===== src/rtl/music_sched_pkg.sv =====
// rtl/music_sched_pkg.sv - shared state encoding, track IDs and default timing for music_sched
package music_sched_pkg;

    typedef enum logic [1:0] {
        ST_IDLE  = 2'd0,
        ST_START = 2'd1,
        ST_PLAY  = 2'd2,
        ST_GAP   = 2'd3
    } sched_state_e;

    localparam logic [1:0] TRK_WAKA  = 2'd0;
    localparam logic [1:0] TRK_GHOST = 2'd1;
    localparam logic [1:0] TRK_DEATH = 2'd2;
    localparam logic [1:0] TRK_INTRO = 2'd3;

    localparam int          DEF_GAP_CYCLES     = 4;
    localparam logic [27:0] DEF_TIMEOUT_CYCLES = 28'd250_000_000;

endpackage


===== src/rtl/music_sched_prio_enc4.sv =====
// rtl/music_sched_prio_enc4.sv - combinational highest-set-bit encoder for four requesters
module prio_enc4 (
    input  logic [3:0] req_i,
    output logic [1:0] winner_o,
    output logic       any_o
);

    always_comb begin
        winner_o = 2'd0;
        if (req_i[3])      winner_o = 2'd3;
        else if (req_i[2]) winner_o = 2'd2;
        else if (req_i[1]) winner_o = 2'd1;
        any_o = |req_i;
    end

endmodule


===== src/rtl/music_sched.sv =====
// rtl/music_sched.sv - priority scheduler that sequences track requests into the buzzer player
module music_sched
    import music_sched_pkg::*;
#(
    parameter int          NTRK           = 4,
    parameter int          GAP_CYCLES     = DEF_GAP_CYCLES,
    parameter logic [27:0] TIMEOUT_CYCLES = DEF_TIMEOUT_CYCLES
) (
    input  logic            clk,
    input  logic            rstn,
    input  logic [NTRK-1:0] req,
    input  logic            mute,
    input  logic            music_interrupt,
    output logic [1:0]      music_select,
    output logic            music_start,
    output logic            busy,
    output logic [NTRK-1:0] pending,
    output logic            done
);

    sched_state_e    state_q, state_d;
    logic [1:0]      sel_q, sel_d;
    logic            start_q, start_d;
    logic            done_q, done_d;
    logic [NTRK-1:0] pend_q, pend_d;
    logic [7:0]      gap_q, gap_d;
    logic [27:0]     play_q, play_d;

    logic [1:0]      winner;
    logic            any_pend;
    logic [NTRK-1:0] pend_set;
    logic            preempt;

    prio_enc4 u_prio (
        .req_i    (pend_q),
        .winner_o (winner),
        .any_o    (any_pend)
    );

    always_comb begin
        state_d  = state_q;
        sel_d    = sel_q;
        start_d  = 1'b0;
        done_d   = 1'b0;
        gap_d    = gap_q;
        play_d   = play_q;
        preempt  = 1'b0;
        pend_set = req & {NTRK{~mute}};

        // A request for the track already on the speaker coalesces into it.
        if (state_q == ST_START || state_q == ST_PLAY)
            pend_set[sel_q] = 1'b0;
        pend_d = pend_q | pend_set;

        for (int i = 0; i < NTRK; i++)
            if (pend_q[i] && (i > int'(sel_q)))
                preempt = 1'b1;

        case (state_q)
            ST_IDLE: begin
                if (mute) begin
                    pend_d = '0;
                end else if (any_pend) begin
                    sel_d          = winner;
                    pend_d[winner] = 1'b0;
                    state_d        = ST_START;
                end
            end
            ST_START: begin
                if (mute) begin
                    pend_d  = '0;
                    state_d = ST_IDLE;
                end else begin
                    start_d = 1'b1;
                    play_d  = '0;
                    state_d = ST_PLAY;
                end
            end
            ST_PLAY: begin
                start_d = 1'b1;
                play_d  = play_q + 28'd1;
                if (mute) begin
                    pend_d  = '0;
                    start_d = 1'b0;
                    gap_d   = '0;
                    state_d = ST_GAP;
                end else if (music_interrupt || play_q == TIMEOUT_CYCLES - 28'd1) begin
                    done_d  = 1'b1;
                    start_d = 1'b0;
                    gap_d   = '0;
                    state_d = ST_GAP;
                end else if (preempt) begin
                    start_d = 1'b0;
                    gap_d   = '0;
                    state_d = ST_GAP;
                end
            end
            ST_GAP: begin
                if (mute) begin
                    pend_d  = '0;
                    state_d = ST_IDLE;
                end else if (gap_q == 8'(GAP_CYCLES - 1)) begin
                    if (any_pend) begin
                        sel_d          = winner;
                        pend_d[winner] = 1'b0;
                        state_d        = ST_START;
                    end else begin
                        state_d = ST_IDLE;
                    end
                end else begin
                    gap_d = gap_q + 8'd1;
                end
            end
            default: state_d = ST_IDLE;
        endcase
    end

    always_ff @(posedge clk) begin
        if (!rstn) begin
            state_q <= ST_IDLE;
            sel_q   <= '0;
            start_q <= 1'b0;
            done_q  <= 1'b0;
            pend_q  <= '0;
            gap_q   <= '0;
            play_q  <= '0;
        end else begin
            state_q <= state_d;
            sel_q   <= sel_d;
            start_q <= start_d;
            done_q  <= done_d;
            pend_q  <= pend_d;
            gap_q   <= gap_d;
            play_q  <= play_d;
        end
    end

    assign music_select = sel_q;
    assign music_start  = start_q;
    assign done         = done_q;
    assign pending      = pend_q;
    assign busy         = (state_q != ST_IDLE);

endmodule


===== config.mk =====
export PLATFORM = sky130hd
export DESIGN_NAME = music_sched
export DESIGN_NICKNAME = d
export VERILOG_FILES = /design/src/rtl/music_sched_pkg.sv /design/src/rtl/music_sched_prio_enc4.sv /design/src/rtl/music_sched.sv
export SDC_FILE = /design/constraint.sdc
export NUM_CORES = 1
export LEC_CHECK = 0
export BUFFER_PORTS_ARGS = -buffer_cell sky130_fd_sc_hd__buf_2
export CORE_UTILIZATION = 50
export DETAILED_ROUTE_END_ITERATION = 16
export PLACE_DENSITY = 0.76
export SLEW_MARGIN = 0
export SYNTH_ARGS = -nofsm -noshare
export SYNTH_HDL_FRONTEND = slang
export SYNTH_SLANG_ARGS = --single-unit

===== constraint.sdc =====
create_clock -name clk -period 2.3 [get_ports clk]
set_input_delay 0.69 -clock clk [delete_from_list [all_inputs] [get_ports clk]]
set_output_delay 0.69 -clock clk [all_outputs]
set_load 0.005 [all_outputs]

=== After elaboration in Yosys (flattened, before gate mapping) ===
Cells that the tools add are included.

* Output and inout port bits: 9
* Input bits: 8
* Bits in registers: 46
* Word-level logic and storage cells: 103

* Equality and inequality tests: 13
* Add/sub/neg operators: 2
* Reduce and logical (&&, ||, !) cells: 19
* Magnitude comparators: 7
* Mux-type cells: 46
* Bitwise logic cells: 9

{| class="wikitable"
|+ Operators with widths
! kind !! count
|-
| 28-bit case mux with 2 select lines || 1
|-
| 8-bit 2-to-1 mux || 5
|-
| 28-bit by 1-bit adder with 28-bit output (second input constant) || 1
|-
| 28-bit equality test (second input constant) || 1
|-
| 2-bit 2-to-1 mux || 14
|-
| 28-bit 2-to-1 mux || 1
|-
| 4-bit 2-to-1 mux || 6
|-
| 8-bit case mux with 2 select lines || 1
|-
| 4-bit AND || 3
|-
| 1-bit 2-to-1 mux || 12
|-
| 2-bit != test (second input constant) || 6
|-
| 4-bit case mux with 3 select lines || 1
|-
| 4-bit AND reduction || 3
|-
| 8-bit by 1-bit adder with 8-bit output (second input constant) || 1
|-
| 8-bit by 2-bit equality test with 1-bit output (second input constant) || 1
|-
| 4-bit inverter || 2
|-
| 2-bit case mux with 4 select lines || 1
|-
| 2-bit nonzero test || 4
|-
| 2-bit by 3-bit < comparator with 1-bit output (second input constant) || 2
|-
| 1-bit logical AND || 5
|-
| 1-bit demux with 2-bit select || 2
|-
| 2-bit equality test (second input constant) || 2
|-
| 2-bit by 1-bit >= comparator with 1-bit output (second input constant) || 2
|-
| 2-bit greater-than comparator (first input constant) || 2
|-
| other kinds (14) || 17
|}

=== Longest topological paths before layout ===
* Depth in word-level cells: 13
* Gate-level depth with buffers: 9
* Mapped depth without buffers: 7

=== By module ===
Synthesis repeated with hierarchy kept, for this count alone.

* Cells, all modules: 304
* Area, all modules: 2563.7 um2

{| class="wikitable"
|+ Modules (own cells, without submodules)
! module !! area each (um2) !! cells an instance !! times used
|-
| music_sched || 2539.9 || 300 || 1
|-
| prio_enc4 || 23.8 || 4 || 1
|}

=== Least setup slack after synthesis ===
OpenSTA, ideal clock, no wires.

* Path kind: input to register
* From: input port mute
* To: register play_q[23]
* Path slack: -0.060 ns
* Data required time: 2.229 ns
* Buffers on the path: 2
* Stages on the path: 7
* Arrival time: 2.289 ns
* Cell sequence: nand2b_1 buf_6 a21o_4 or4_1 buf_2 or4_1 a21oi_1

* Cells in the longest elaborated chain, start to end: 2

{| class="wikitable"
|+ RTL lines
! what !! RTL line !! RTL
|-
| start, declared || music_sched.sv:12 || <nowiki>input logic mute,</nowiki>
|-
| 2-bit != test (no source line) || - ||
|-
| 2-bit AND reduction (no source line) || - ||
|-
| end signal, assigned || music_sched.sv:134 || <nowiki>play_q <= play_d;</nowiki>
|-
| end, declared || music_sched.sv:27 || <nowiki>logic [27:0] play_q, play_d;</nowiki>
|}

No other way between the ends.
A chain may end at the register's enable or synchronous reset.

==> metrics.txt <==
status finished, final reports clean; hold_ws between 0.4 and 0.5 ns; routed wire length 5600 um; Synthesis Warnings 0; R2R depth 7; Peak Freq roughly 460 MHz; worst hold path class reg2reg; PD cells around 610 nW/um^2; worst path cell trace inv_1 > ha_1 > nand2b_2 > a21o_4 > or4_4 > or4_1 > a21oi_2; Vias per Instance 5.75; CTS root buffer clkbuf_8; most common flop cell mapped by yosys dfxtp_1; CP max stage delay between 0.4 and 0.5 ns; Yosys reg bits 46; MaxCap Viol Count 0; Clk Latency, worst-skew pair 0.31 ns; Slowest cell on crit path or4_4; number of DRC markers in iteration 0 181; # diodes 0; largest area contributor in the netlist dfxtp_1; Setup WS post-layout 0.127 ns; number of global-route vias before repair 2114; gr usage total 0.234; Final Setup Violations 0; leakage power approximately 1.0 nW; RSZ-0062 raised after global routing no; pre-CTS WS 0.0246 ns; total clock sinks 46; Final Max Tran Viols 0; worst hold start gap_q[0]; crit end category register; fraction of layout cells with a size suffix above 1 0.158; Synth async-reset ratio 0; Synth Instances around 310; pin count of the biggest net entering global routing 26; Final Hold Fails 0; grt total ovfl 0; first-pass GRT wire length 9690 um; final period demand of the worst path 2.17 ns; WL/cell 13.7 um; post-synthesis cell type count 48; clock buffer depth 2; Crit Path Class reg2reg; hold depth 2; DP HPWL 4020 um; r2r endpoint play_q[27]; Setup TNS Final 0 ns; EDFF count, synth 0; Req. time, crit path ~2.5 ns; P&R area growth vs syn 15.8%; top post-synthesis cells by count dfxtp_1, nor2_1, a21oi_1; fin cells 408; TritonCTS buffer count 5; hold endpoint gap_q[0]; initial antenna violation count 0; Setup Fix Bufs, Post-CTS 0; syn_nets approximately 320; Placement Rows 25; H-Tree Level Count 2; reg2reg setup slack roughly 0.13 ns; fin nets 355; io pins 17; Starting Density 0.521; Die Wd 72.4 um; Die Span Y 72.4 um; startpoint types register; count leader, synth dfxtp_1; first drt pass iteration count 4; Rel. slew slack 0.642; Final ANT Viol Nets 0; register area share after synthesis 0.372; peak supply drop 0.259 mV; total number of vias 2344; Synth top area share 0.372; Layout Skew 0.0113 ns; period utilization 0.945; Worst-path clk slew about 0.09 ns; I/O Buffers 16; Slew @ Worst Pin about 0.53 ns; Avg Cell Area, Syn 8.07 sq um; placed cell count 400; Area contributors post-synth dfxtp_1, a21oi_1, nor2_1; Die ar. 5240 sq um; Arrival @ worst endpoint 2.41 ns; RePlAce Congestion 0.832; mapped cell area 2480 sq um; CP Max Fanout 9; fill count ~450; DRC Markers 0; Core Area 4750 sq um; CTS tree built
per-stage QoR:
stage	instance area (sq um)	utilization	total power, mW
6_report	2870	0.603	1.75
5_1_grt	2870	0.603	1.85
4_1_cts	2850	0.600	1.75
3_5_place_dp	2760	0.581	1.24
3_3_place_gp	2760	0.581	1.24
2_1_floorplan	2490	-	1.13
worst max-delay path: cells and delay by family (launching register included):
| kind | cells | cell delay [ns] |
|---|---|---|
| AND/OR/NAND/NOR | 3 | 1.12 |
| buffers and inverters | 1 | 0.07 |
| flip-flops | 1 | 0.33 |
| adder cells (fa/ha/maj) | 1 | 0.22 |
| AO/OA/AOI/OAI | 2 | 0.35 |
where the power goes:
group | internal [mW] | leakage, nW | switching (mW)
combinational | 0.150 | 0.620 | 0.220
clock | 0.243 | 0.0482 | 0.279
sequential | 0.823 | 0.371 | 0.0331
total | 1.22 | 1.04 | 0.532
logic make-up after synthesis:
| group | count (synthesis) | share of synthesized area |
|---|---|---|
| buffers and inverters | 24 | 0.0414 |
| muxes | 2 | 0.00808 |
| and+or+nand+nor | 129 | 0.270 |
| DFF | 46 | 0.372 |
| xor gates and xnor gates | 16 | 0.0566 |
| AOI/OAI and AO/OA | 83 | 0.217 |
| adders and majority gates | 7 | 0.0354 |
cell usage in the layout, fill, tap and decap left out, drive strengths merged, types with 3 or more instances in the layout:
master and n:
nand2b 3, a21boi 6, o21ai 13, nor4b 3, xor2 10, nor4 4
nand2 23, and3 8, o211ai 8, nor2 35, nor3 9, clkbuf 7
a31oi 6, o31ai 3, a21oi 27, or4 4, a211oi 7, inv 13
xnor2 6, ha 7, dfxtp 46, nand3 13, nand4 11, or3 6
buf 37
flip-flops by register name, indices dropped and copies added (netlist names), named ones only:
name          cells
play_q           28
gap_q             8
pending           4
music_select      2
done              1
music_start       1
state_q           1
what timing repair did:
item,in CTS,in global routing
resized for setup,0,5
endpoints found under the setup margin,0,8
hold buffers,0,0
routing by layer:
layer,wire length [um],track usage
met1,2570,0.292
met2,2770,0.406
met3,201,0.0472
met4,63,0.0697
met5,0,0
worst max path at each step:
stage	from	end	slack [ns]	cells after the start
after global routing	register	play_q[27]	0.006	7
final	register	play_q[27]	0.13	7
after detailed placement	mute	play_q[27]	0.02	6
after global placement	mute	play_q[27]	0.04	6
after CTS	state_q[0]	play_q[27]	0.1	7
after floorplan	mute	play_q[23]	0.003	7
area by class of cell:
type | count | area (sq um) | share of cell area
Timing Repair Buffer | 37 | 250 | 0.0872
Tap cell | 67 | 83.8 | 0.0292
Clock inverter | 1 | 5.00 | 0.00174
Multi-Input combinational cell | 237 | 1470 | 0.514
Sequential cell | 46 | 921 | 0.321
Clock buffer | 7 | 86.3 | 0.0301
Inverter | 13 | 48.8 | 0.0170
Note: power is estimated with default switching activity, not from simulation.
